File: src/rtl/dpram_port_arbiter.sv
// Round-robin arbiter sharing one dual-port RAM port among N_REQ requesters.
// Define ARB_LOCK_EN to compile in atomic lock sequences with a forced-release timeout.
module dpram_port_arbiter #(
  parameter int N_REQ      = 4,
  parameter int ADDR_WIDTH = 8,
  parameter int DATA_WIDTH = 32,
  parameter int MAX_LOCK   = 16
) (
  input  logic                             clk,
  input  logic                             rst,
  input  logic [N_REQ-1:0]                 req,
  input  logic [N_REQ-1:0]                 we,
  input  logic [N_REQ*ADDR_WIDTH-1:0]      addr,
  input  logic [N_REQ*DATA_WIDTH-1:0]      wdata,
  input  logic [N_REQ-1:0]                 lock,
  output logic [N_REQ-1:0]                 gnt,
  output logic [N_REQ-1:0]                 rvalid,
  output logic [DATA_WIDTH-1:0]            rdata,
  output logic                             lock_err,
  output logic                             mem_en,
  output logic                             mem_we,
  output logic [ADDR_WIDTH-1:0]            mem_addr,
  output logic [DATA_WIDTH-1:0]            mem_wdata,
  input  logic [DATA_WIDTH-1:0]            mem_rdata
);

  // state    | meaning
  // S_IDLE   | round-robin scan from ptr over all requesters
  // S_LOCKED | only owner is eligible until its lock drops or times out
  localparam int PW = (N_REQ > 1) ? $clog2(N_REQ) : 1;
  localparam logic [0:0] S_IDLE   = 1'b0;
  localparam logic [0:0] S_LOCKED = 1'b1;

  logic [0:0]    state;
  logic [PW-1:0] ptr;
  logic [PW-1:0] owner;
  logic [PW-1:0] sel;
  logic [PW-1:0] sel_next;
  logic          any;

  // Second pass overrides the wrap-around pick with the first requester at or above ptr.
  always_comb begin
    sel = '0;
    any = 1'b0;
    if (state == S_LOCKED) begin
      sel = owner;
      for (int i = 0; i < N_REQ; i++)
        if (PW'(i) == owner) any = req[i];
    end else begin
      any = |req;
      for (int i = N_REQ - 1; i >= 0; i--)
        if (req[i]) sel = PW'(i);
      for (int i = N_REQ - 1; i >= 0; i--)
        if (req[i] && (PW'(i) >= ptr)) sel = PW'(i);
    end
  end

  assign sel_next = (sel == PW'(N_REQ - 1)) ? '0 : sel + 1'b1;

  always_comb begin
    gnt       = '0;
    mem_we    = 1'b0;
    mem_addr  = '0;
    mem_wdata = '0;
    for (int i = 0; i < N_REQ; i++)
      gnt[i] = !rst && any && (PW'(i) == sel);
    for (int i = 0; i < N_REQ; i++) begin
      if (gnt[i]) begin
        mem_we    = we[i];
        mem_addr  = addr[i*ADDR_WIDTH +: ADDR_WIDTH];
        mem_wdata = wdata[i*DATA_WIDTH +: DATA_WIDTH];
      end
    end
  end

  assign mem_en = |gnt;

`ifdef ARB_LOCK_EN
  localparam int CW = $clog2(MAX_LOCK + 1);
  logic [CW-1:0] cnt;
  logic          lock_err_q;
  logic          sel_lock;

  always_comb begin
    sel_lock = 1'b0;
    for (int i = 0; i < N_REQ; i++)
      if (PW'(i) == sel) sel_lock = lock[i];
  end

  assign lock_err = lock_err_q;
`else
  logic unused_lock;
  assign unused_lock = ^lock;
  assign lock_err    = 1'b0;
`endif

  always_ff @(posedge clk) begin
    if (rst) begin
      state  <= S_IDLE;
      ptr    <= '0;
      owner  <= '0;
      rdata  <= '0;
      rvalid <= '0;
`ifdef ARB_LOCK_EN
      cnt        <= '0;
      lock_err_q <= 1'b0;
`endif
    end else begin
      rvalid <= gnt & ~we;
      if (|(gnt & ~we)) rdata <= mem_rdata;
`ifdef ARB_LOCK_EN
      lock_err_q <= 1'b0;
      if (state == S_IDLE) begin
        if (any) begin
          ptr <= sel_next;
          if (sel_lock) begin
            state <= S_LOCKED;
            owner <= sel;
            cnt   <= CW'(1);
          end
        end
      end else if (!sel_lock) begin
        // in LOCKED sel is owner, so sel_next is owner+1
        state <= S_IDLE;
        ptr   <= sel_next;
        cnt   <= '0;
      end else if (cnt == CW'(MAX_LOCK)) begin
        state      <= S_IDLE;
        ptr        <= sel_next;
        cnt        <= '0;
        lock_err_q <= 1'b1;
      end else begin
        cnt <= cnt + 1'b1;
      end
`else
      if (any) ptr <= sel_next;
`endif
    end
  end

endmodule

File: config.mk
export PLATFORM = sky130hd
export DESIGN_NAME = dpram_port_arbiter
export DESIGN_NICKNAME = d
export VERILOG_FILES = /design/src/rtl/dpram_port_arbiter.sv
export SDC_FILE = /design/constraint.sdc
export NUM_CORES = 1
export LEC_CHECK = 0
export CAP_MARGIN = 15
export CORE_ASPECT_RATIO = 0.5
export CORE_MARGIN = 5
export CORE_UTILIZATION = 36
export DETAILED_ROUTE_END_ITERATION = 16
export HOLD_SLACK_MARGIN = 0.15
export PLACE_DENSITY = 0.93
export SYNTH_ARGS = -nofsm -noshare
export SYNTH_HDL_FRONTEND = slang
export SYNTH_SLANG_ARGS = --single-unit
export TNS_END_PERCENT = 50
File: constraint.sdc
create_clock -name clk -period 4.3 [get_ports clk]
set_input_delay 0.43 -clock clk [delete_from_list [all_inputs] [get_ports clk]]
set_output_delay 0.43 -clock clk [all_outputs]
set_load 0.01 [all_outputs]
== Word level (Yosys, flattened, before mapping) ==
Cells that the tools add are included.

* Register bits after elaboration: 38
* Input bits: 206
* Word-level logic and storage cells: 49
* Output and inout bits: 83

* Magnitude comparators: 4
* Add/sub/neg operators: 1
* Reductions and logical operators: 14
* Eq/ne operators: 4
* Bitwise operators: 2
* Mux-type cells: 21

{| class="wikitable"
|+ Operators with widths
! kind !! number
|-
| $mux W32 || 4
|-
| $mux W8 || 4
|-
| $mux W2 || 9
|-
| $reduce_or A4 Y1 || 3
|-
| $logic_and A1 B1 Y1 || 9
|-
| $and A4 B4 Y4 || 1
|-
| $eq A2 B2 Y1 const A || 2
|-
| $ge A1 B2 Y1 const A || 2
|-
| $ge A2 B2 Y1 const A || 2
|-
| $mux W1 || 4
|-
| $not A4 Y4 || 1
|-
| $add A2 B1 Y2 const B || 1
|-
| $eq A1 B2 Y1 const A || 1
|-
| $eq A2 B2 Y1 const B || 1
|-
| $logic_not A2 Y1 || 1
|-
| $logic_not A1 Y1 || 1
|}

== Logic depth before layout (Yosys ltp) ==
Gate-level depths: netlist of the first run.

* Word-level depth: 14
* Gate-level depth with buffers: 10
* Gate-level depth less buffers: 7

== Worst setup path before layout of the first run ==
OpenSTA, ideal clock, no wires.

* Path kind: reg-to-output
* Start point: register ptr[1]
* End point: output mem_wdata[10]
* Required time: 3.870 ns
* Setup slack: 1.606 ns
* Arrival: 2.264 ns
* Cell stages (with the launch flop): 10
* Cell sequence: dfxtp_1 clkbuf_1 mux2i_1 nor2_1 or3_1 ha_1 buf_2 clkbuf_1 a221o_1 a21oi_1

* Cells in the longest elaborated chain, start to end: 12
* Elaborated cells between the ends (all ways): 24
* Those cells by class: order compare: 4; eq/ne: 3; mux: 8; reduce/logical: 9

{| class="wikitable"
|+ Ends and longest elaborated chain
! what !! RTL line !! source
|-
| from (decl) || 35 || <nowiki>logic [PW-1:0] ptr;</nowiki>
|-
| from (signal assigned) || 136 || <nowiki>if (any) ptr <= sel_next;</nowiki>
|-
| $ge A2 B2 Y1 || 54 || <nowiki>if (req[i] && (PW'(i) >= ptr)) sel = PW'(i);</nowiki>
|-
| $logic_and A1 B1 Y1 || 54 ||
|-
| $mux W2 (3 in series) || 54 ||
|-
| $mux W2 (*) || 54 ||
|-
| $logic_not A2 Y1 || 66 || <nowiki>gnt[i] = !rst && any && (PW'(i) == sel);</nowiki>
|-
| $logic_and A1 B1 Y1 || 66 ||
|-
| $mux W32 (3 in series) || 68 || <nowiki>if (gnt[i]) begin</nowiki>
|-
| $mux W32 (*) || 68 ||
|-
| to (decl) || 23 || <nowiki>output logic [DATA_WIDTH-1:0] mem_wdata,</nowiki>
|}

Every way passes the cells marked *; elsewhere a longest branch is shown, timed or not.

== Worst setup path in the final report of the first run ==
* Start point: input req[0]
* End point: output mem_wdata[0]

* Cells in the longest elaborated chain, start to end: 11
* Elaborated cells between the ends (all ways): 20
* Those cells by class: eq/ne: 3; mux: 9; reduce/logical: 8

{| class="wikitable"
|+ Ends and longest elaborated chain
! what !! RTL line !! source
|-
| from (decl) || 11 || <nowiki>input logic [N_REQ-1:0] req,</nowiki>
|-
| $mux W2 || 52 || <nowiki>if (req[i]) sel = PW'(i);</nowiki>
|-
| $mux W2 (4 in series) || 54 ||
|-
| $logic_not A2 Y1 || 66 ||
|-
| $logic_and A1 B1 Y1 || 66 ||
|-
| $mux W32 (3 in series) || 68 ||
|-
| $mux W32 (*) || 68 ||
|}

Marks and branches as above.

==> results of run 1 <==
## kinds of logic (layout without fill, tap and decap cells)
family                   count (synthesis)  in the layout  synth area share [%]
AND/OR/NAND/NOR                        166            166                  28.6
AO/OA/AOI/OAI                          132            132                  25.9
buffers and inverters                   92            349                  12.3
flip-flops                              38             38                  21.9
multiplexers                            34             34                  9.78
adder cells (fa/ha/maj)                  4              4                  1.44
other                                    1              1                 0.108
## layer usage
| layer | part of all wire [%] | vias to the layer above | track usage [%] | routed length (um) |
|---|---|---|---|---|
| met3 | 6.6 | 27 | 4.20 | 911 |
| met2 | 51 | 160 | 40.1 | 7070 |
| met4 | 2.6 | 0 | 6.48 | 356 |
| met1 | 40 | 1962 | 24.3 | 5510 |
| met5 | 0 | - | 0 | 0 |
| li1 | - | 2129 | - | - |
## flip-flops by register name, summed over array words and instances, names as in the netlist
signal and cells:
ptr 2, rdata 32, rvalid 4
## cell usage after synthesis, types with 2 or more instances
| cell | count | area [sq um] |
|---|---|---|
| a21oi_1 | 86 | 430 |
| nand2b_1 | 68 | 425 |
| inv_1 | 42 | 158 |
| nand2_1 | 42 | 158 |
| a221o_1 | 41 | 410 |
| nand3b_1 | 41 | 308 |
| dfxtp_1 | 38 | 761 |
| mux2i_1 | 34 | 340 |
| clkbuf_1 | 26 | 97.6 |
| buf_2 | 13 | 65.1 |
| buf_6 | 8 | 90.1 |
| and2_1 | 4 | 25.0 |
| ha_1 | 4 | 50.1 |
| nor3b_1 | 4 | 30.0 |
| nor2_1 | 3 | 11.3 |
| buf_4 | 2 | 15.0 |
## stage by stage
stage | instances | area (sq um) | hold slack (ps) | util [%] | total power [mW]
finish | 859 | 6540 | 470 | 69.2 | 2.00
global route | 859 | 6540 | 495 | 69.2 | 2.12
CTS | 859 | 6540 | 475 | 69.2 | 2.01
detailed placement | 851 | 6370 | 467 | 67.4 | 1.60
global placement | 851 | 6370 | 457 | 67.4 | 1.57
floorplan | 467 | 3480 | 493 | - | 1.06
## how the worst max path moves through the flow
| stage | start | to | slack [ps] |
|---|---|---|---|
| 6_report | req[0] | mem_wdata[0] | 380 |
| 5_1_grt | req[2] | mem_wdata[23] | 180 |
| 4_1_cts | req[2] | mem_wdata[0] | 380 |
| 3_5_place_dp | req[2] | mem_wdata[0] | 380 |
| 3_3_place_gp | req[2] | mem_wdata[0] | 440 |
| 2_1_floorplan | ptr[1]$_SDFFE_PP0N_ | mem_wdata[10] | 1610 |
## layout by cell type (no fill, tap or decap)
| master | count |
|---|---|
| a21oi_1 | 86 |
| o31a_1 | 1 |
| inv_1 | 42 |
| nor4_4 | 1 |
| ha_1 | 1 |
| buf_4 | 12 |
| clkinv_2 | 2 |
| o22ai_1 | 1 |
| bufinv_16 | 1 |
| or2_1 | 1 |
| dfxtp_1 | 38 |
| conb_1 | 1 |
| o22a_1 | 1 |
| a41oi_4 | 1 |
| or3_1 | 1 |
| buf_12 | 3 |
| nand2b_1 | 68 |
| nand3b_1 | 41 |
| inv_2 | 1 |
| ha_2 | 3 |
| nor3b_1 | 4 |
| nor3_1 | 1 |
| and2_1 | 4 |
| nor2_1 | 3 |
| o21a_1 | 1 |
| clkdlybuf4s50_1 | 283 |
| mux2i_1 | 34 |
| clkbuf_16 | 5 |
| nand2_1 | 42 |
| a221o_1 | 41 |
## final cells by class
cell class / instances / area [sq um] / area share (%)
timing repair buffer: 298 / 2980 / 45.6
multi-input combinational: 337 / 2300 / 35.1
sequential: 38 / 761 / 11.6
tap: 135 / 169 / 2.58
inverter: 43 / 161 / 2.47
clock buffer: 5 / 125 / 1.91
clock inverter: 3 / 40.0 / 0.613
## tightest hold or removal path, stage by stage, from the launching register on
cell and delay (ps):
dfxtp_1 310, nand2b_1 60, mux2i_1 50
## power breakdown
group	switching [mW]	internal [mW]	total, mW
clock network	0.136	0.271	0.407
registers	0.0289	0.404	0.433
logic	0.491	0.664	1.15
==> out/qor.yml, run 1 <==
die:
  initial_core_util_pct: 36.8
  dieWidth_um: 149
  die_h_um: 79.5
  die_area_sq_um: 11900
  fp-row-count: 25
  io_pins: 289
  coreArea_sq_um: 9450
min_path:
  min_from: "rdata[9]$_SDFFE_PP0P_"
  hp-class: "flop to flop"
  min_to: "rdata[9]$_SDFFE_PP0P_"
  holdPathStages: 2
worst_setup_path:
  worst_ep_required_time_ps: 3870
  cp_data_arrival_time_ps: 3490
  critical-path-slowest-cell: "clkdlybuf4s50_1"
  path_buf_inv: 3
  r2r_slack_ps: 1350
  start_kind: "primary input"
  reg2reg_to: "rdata[7]$_SDFFE_PP0P_"
  crit_fanout: 39
  cp_slowest_stage_delay_ps: 600
  rr_worst_depth: 8
  cp.depth: 10
  crit_chain: "clkdlybuf4s50_1, nand2_1, a21oi_1, or3_1, ha_2, buf_12, a21oi_1, a221o_1, a21oi_1, clkdlybuf4s50_1"
  regToRegStartpoint: "ptr[1]$_SDFFE_PP0N_"
  critPathKind: "primary input to output pin"
  path_delay_family: "buffers and inverters"
  critPathCaptureType: "output pin"
  cp_common_cell: "a21oi_1"
sta:
  skew_ps: 5.63
  setup_viol: 0
  fmax_mhz: 255
  hold_viol: 0
  finalWorstSetupSlack_ps: 376
  maxSlewViolCount: 0
  worstMarginPinSlew_ps: 596
  fin_tns_setup_ps: 0
  period_share_pct: 91.2
  slew-limit-headroom_pct: 60.3
  finalCriticalPeriod_ps: 3920
  rsz0062_at_grt: "false"
global_routing:
  grt_use_total_pct: 21.2
  grt_max_degree: 67
  antenna_found_initial: 0
  grt_overflow: 0
  grt_pass1_wl_um: 20900
  grt_pass1_vias: 4231
outcome:
  status: "finished, final reports clean"
synth:
  ys_seq_area_share_pct: 21.9
  async_flop_share_pct: 0
  synth_edf_count: 0
  yosysWarnings: 0
  ys_ff_latch: 38
  ys.flop_type: "dfxtp_1"
  synth_area_sq_um: 3480
  syn-num-nets: 677
  synthDistinctLibCells: 27
  syn_inst: 467
  avgSynthCellArea_sq_um: 7.45
drt:
  drt.antenna.violating_nets: 0
  drtPass1Iterations: 5
  routed_wirelength_um: 13800
  drc: 0
  drt_iter0_drc: 154
  vias: 4278
  viasPerCell: 4.98
  avgRoutedWirePerCell_um: 16.1
clock_tree:
  htree_levels: 2
  cts_buffers: 5
  path_clk_slew_ps: 60
  postCtsSetupBuffers: 0
  cts_root_buf: "clkbuf_16"
  hold_buffers: 0
  post_cts_resized: 0
  clkSinkCount: 38
  cts_tree: "built"
  max-clock-path-buffers: 2
  worstSkewPairLatency_ps: 280
placement:
  hpwlAfterDp_um: 10800
  detailedPlace.worstSlack_ps: 379
  gp_congestion: 0.863
  io_buffers: 283
flow_run:
  cap_violations: 0
pwr:
  powerDensity_nw_per_um2: 305
  ir_drop_v: 0.000255
  total_leakage_power_nw: 2.48
finish:
  num-nets-final: 933
  antenna_cells: 0
  fill_cells: 762
  syn_to_final_growth_pct: 87.8
  drive_gt1_share_pct: 4.01
Power figures use the tool's default switching activity.
==> inputs of run 2 (changes only) <==
--- a/config.mk
+++ b/config.mk
@@ -10,6 +10,7 @@
 export CORE_MARGIN = 5
 export CORE_UTILIZATION = 36
 export DETAILED_ROUTE_END_ITERATION = 16
+export GPL_ROUTABILITY_DRIVEN = 0
 export HOLD_SLACK_MARGIN = 0.15
 export PLACE_DENSITY = 0.93
 export SYNTH_ARGS = -nofsm -noshare
==> results of run 2 <==
Same layout as run 1: the final DEF is identical, and so are final timing and power.
==> inputs of run 3 (changes only) <==
==> constraint.sdc (replaced) <==
create_clock -name clk -period 4.7 [get_ports clk]
set_input_delay 0.47 -clock clk [delete_from_list [all_inputs] [get_ports clk]]
set_output_delay 0.47 -clock clk [all_outputs]
set_load 0.01 [all_outputs]
==> out/qor.yml, run 3 (synthesis gave the netlist of run 1 again) <==
clock_tree:
  clkSinkCount: 38  # unchanged
  post_cts_resized: 0  # unchanged
  cts_root_buf: "clkbuf_16"
  max-clock-path-buffers: 2  # unchanged
  cts_tree: "built"
  postCtsSetupBuffers: 0  # unchanged
  htree_levels: 2  # unchanged
  hold_buffers: 0  # unchanged
  path_clk_slew_ps: 60  # about the same
  worstSkewPairLatency_ps: 280  # about the same
  cts_buffers: 5  # unchanged
worst_setup_path:
  critPathCaptureType: "output pin"
  r2r_slack_ps: 1730  # +380 ps
  worst_ep_required_time_ps: 4230  # +360 ps
  rr_worst_depth: 8  # unchanged
  regToRegStartpoint: "ptr[1]$_SDFFE_PP0N_"
  cp_data_arrival_time_ps: 3520  # +30 ps
  reg2reg_to: "rdata[27]$_SDFFE_PP0P_"
  critPathKind: "primary input to output pin"
  crit_fanout: 32  # -18%
  start_kind: "primary input"
finish:
  reg.largest.list: "rdata (32), rvalid (4), ptr (2)"
  multi_input_area_sq_um: 2300  # unchanged
  drive_gt1_share_pct: 3.61  # -0.40 points
  top_register: "rdata"
  largest_reg_flops: 32  # unchanged
  mostFrequentLayoutCells: "clkdlybuf4s50_1, a21oi_1, nand2b_1, nand2_1, inv_1"
  fill_cells: 763  # +0.13%
  syn_to_final_growth_pct: 86.4
  stdcell_area_sq_um: 6490  # -0.75%
  mostFrequentLayoutCell: "clkdlybuf4s50_1"
  antenna_cells: 0  # unchanged
  register_area_sq_um: 761  # unchanged
  num-nets-final: 931  # -0.21%
sta:
  fmax_mhz: 251
  worstMarginPinSlew_ps: 601  # +4.96 ps
  fin_tns_setup_ps: 0  # unchanged
  hold_viol: 0  # unchanged
  period_share_pct: 84.8
  setup_viol: 0  # unchanged
  skew_ps: 6.86  # +1.22 ps
  maxSlewViolCount: 0  # unchanged
  finalCriticalPeriod_ps: 3990
  slew-limit-headroom_pct: 59.9  # -0.33 points
  rsz0062_at_grt: "false"
die:
  initial_core_util_pct: 36.8  # unchanged
  fp-row-count: 25  # unchanged
  die_h_um: 79.5  # unchanged
  dieWidth_um: 149  # unchanged
  coreArea_sq_um: 9450  # unchanged
  io_pins: 289  # unchanged
  die_area_sq_um: 11900  # unchanged
drt:
  routed-wl-met3_um: 1000  # +10%
  avgRoutedWirePerCell_um: 15.7  # -2.6%
  viasPerCell: 4.92  # -1.3%
  routed_wirelength_um: 13400  # -3.0%
  top_layer: "met4"
  drt_iter0_drc: 180  # +17%
  drt.antenna.violating_nets: 0  # unchanged
  drtPass1Iterations: 4  # -1
  drc: 0  # unchanged
  wl_met1_um: 5340  # -3.1%
  dr_wl_met2_um: 6760  # -4.4%
  vias: 4209  # -1.6%
global_routing:
  antenna_found_initial: 0  # unchanged
  grt_overflow: 0  # unchanged
  grt_pass1_vias: 4243  # +0.28%
  grt_pass1_wl_um: 21200  # +1.5%
  grt_max_degree: 68  # +1.5%
  grt_use_total_pct: 21.5  # +0.32 points
min_path:
  min_from: "rdata[9]$_SDFFE_PP0P_"
  hp-class: "flop to flop"
  holdPathStages: 2  # unchanged
  min_to: "rdata[9]$_SDFFE_PP0P_"
pwr:
  ir_drop_v: 0.000251  # -1.8%
  total_leakage_power_nw: 2.46  # -0.86%
  powerDensity_nw_per_um2: 280  # -8.4%
placement:
  dpl_cell_area_sq_um: 6320  # -0.82%
  hpwlAfterDp_um: 10400  # -3.6%
  io_buffers: 283  # unchanged
flow_run:
  cap_violations: 0  # unchanged
outcome:
  status: "finished, final reports clean"
==> run 3: cell count changes in the layout (fill, tap and decap cells not counted), sizes merged <==
cell,delta
clkinv,-2
clkbuf,+1
buf,-2
==> run 3: where the power goes <==
group	leakage [nW]	switching [mW]	internal [mW]	total (mW)
Combinational	2.07	0.442	0.592	1.03
Sequential	0.313	0.0261	0.370	0.396
Clock	0.0829	0.123	0.262	0.384
Total	2.46	0.591	1.22	1.81
==> run 3: worst max-delay path by stage <==
stage,startpoint,endpoint,slack [ps],cells past startpoint
floorplan,ptr[1]$_SDFFE_PP0N_,mem_wdata[10],1970,9
global placement,req[0],mem_addr[0],760,9
detailed placement,req[0],mem_addr[0],720,9
CTS,req[0],mem_addr[0],710,9
global route,req[0],mem_addr[0],420,9
finish,req[0],mem_addr[0],710,9
==> run 3: metrics by stage <==
| stage | setup slack [ps] | hold WS [ps] | util [%] | power [mW] | instances |
|---|---|---|---|---|---|
| 6_report | 714 | 470 | 68.7 | 1.81 | 856 |
| 5_1_grt | 417 | 502 | 68.7 | 1.93 | 856 |
| 4_1_cts | 711 | 474 | 68.7 | 1.82 | 856 |
| 3_5_place_dp | 724 | 463 | 66.9 | 1.44 | 849 |
| 3_3_place_gp | 760 | 457 | 66.9 | 1.42 | 849 |
| 2_1_floorplan | 1970 | 493 | - | 0.966 | 467 |
==> run 3: final cells by class <==
type	instances	area share, %
Clock buffer	6	2.14
Inverter	43	2.49
Clock inverter	1	0.463
Sequential cell	38	11.7
Tap cell	135	2.60
Timing Repair Buffer	296	45.2
Multi-Input combinational cell	337	35.4
==> run 3: worst max-delay path, stage by stage <==
cell and delay [ps]:
clkdlybuf4s50_1 510, mux2i_1 170, nor2_1 80, nor3_1 320, ha_2 640, buf_4 400
nand2_1 80, a21oi_1 230, clkdlybuf4s50_1 590
==> run 3: metal layers <==
| metal | up-vias | track usage, % |
|---|---|---|
| met5 | - | 0 |
| met1 | 1914 | 24.3 |
| li1 | 2126 | - |
| met2 | 144 | 40.1 |
| met4 | 0 | 6.30 |
| met3 | 25 | 5.79 |
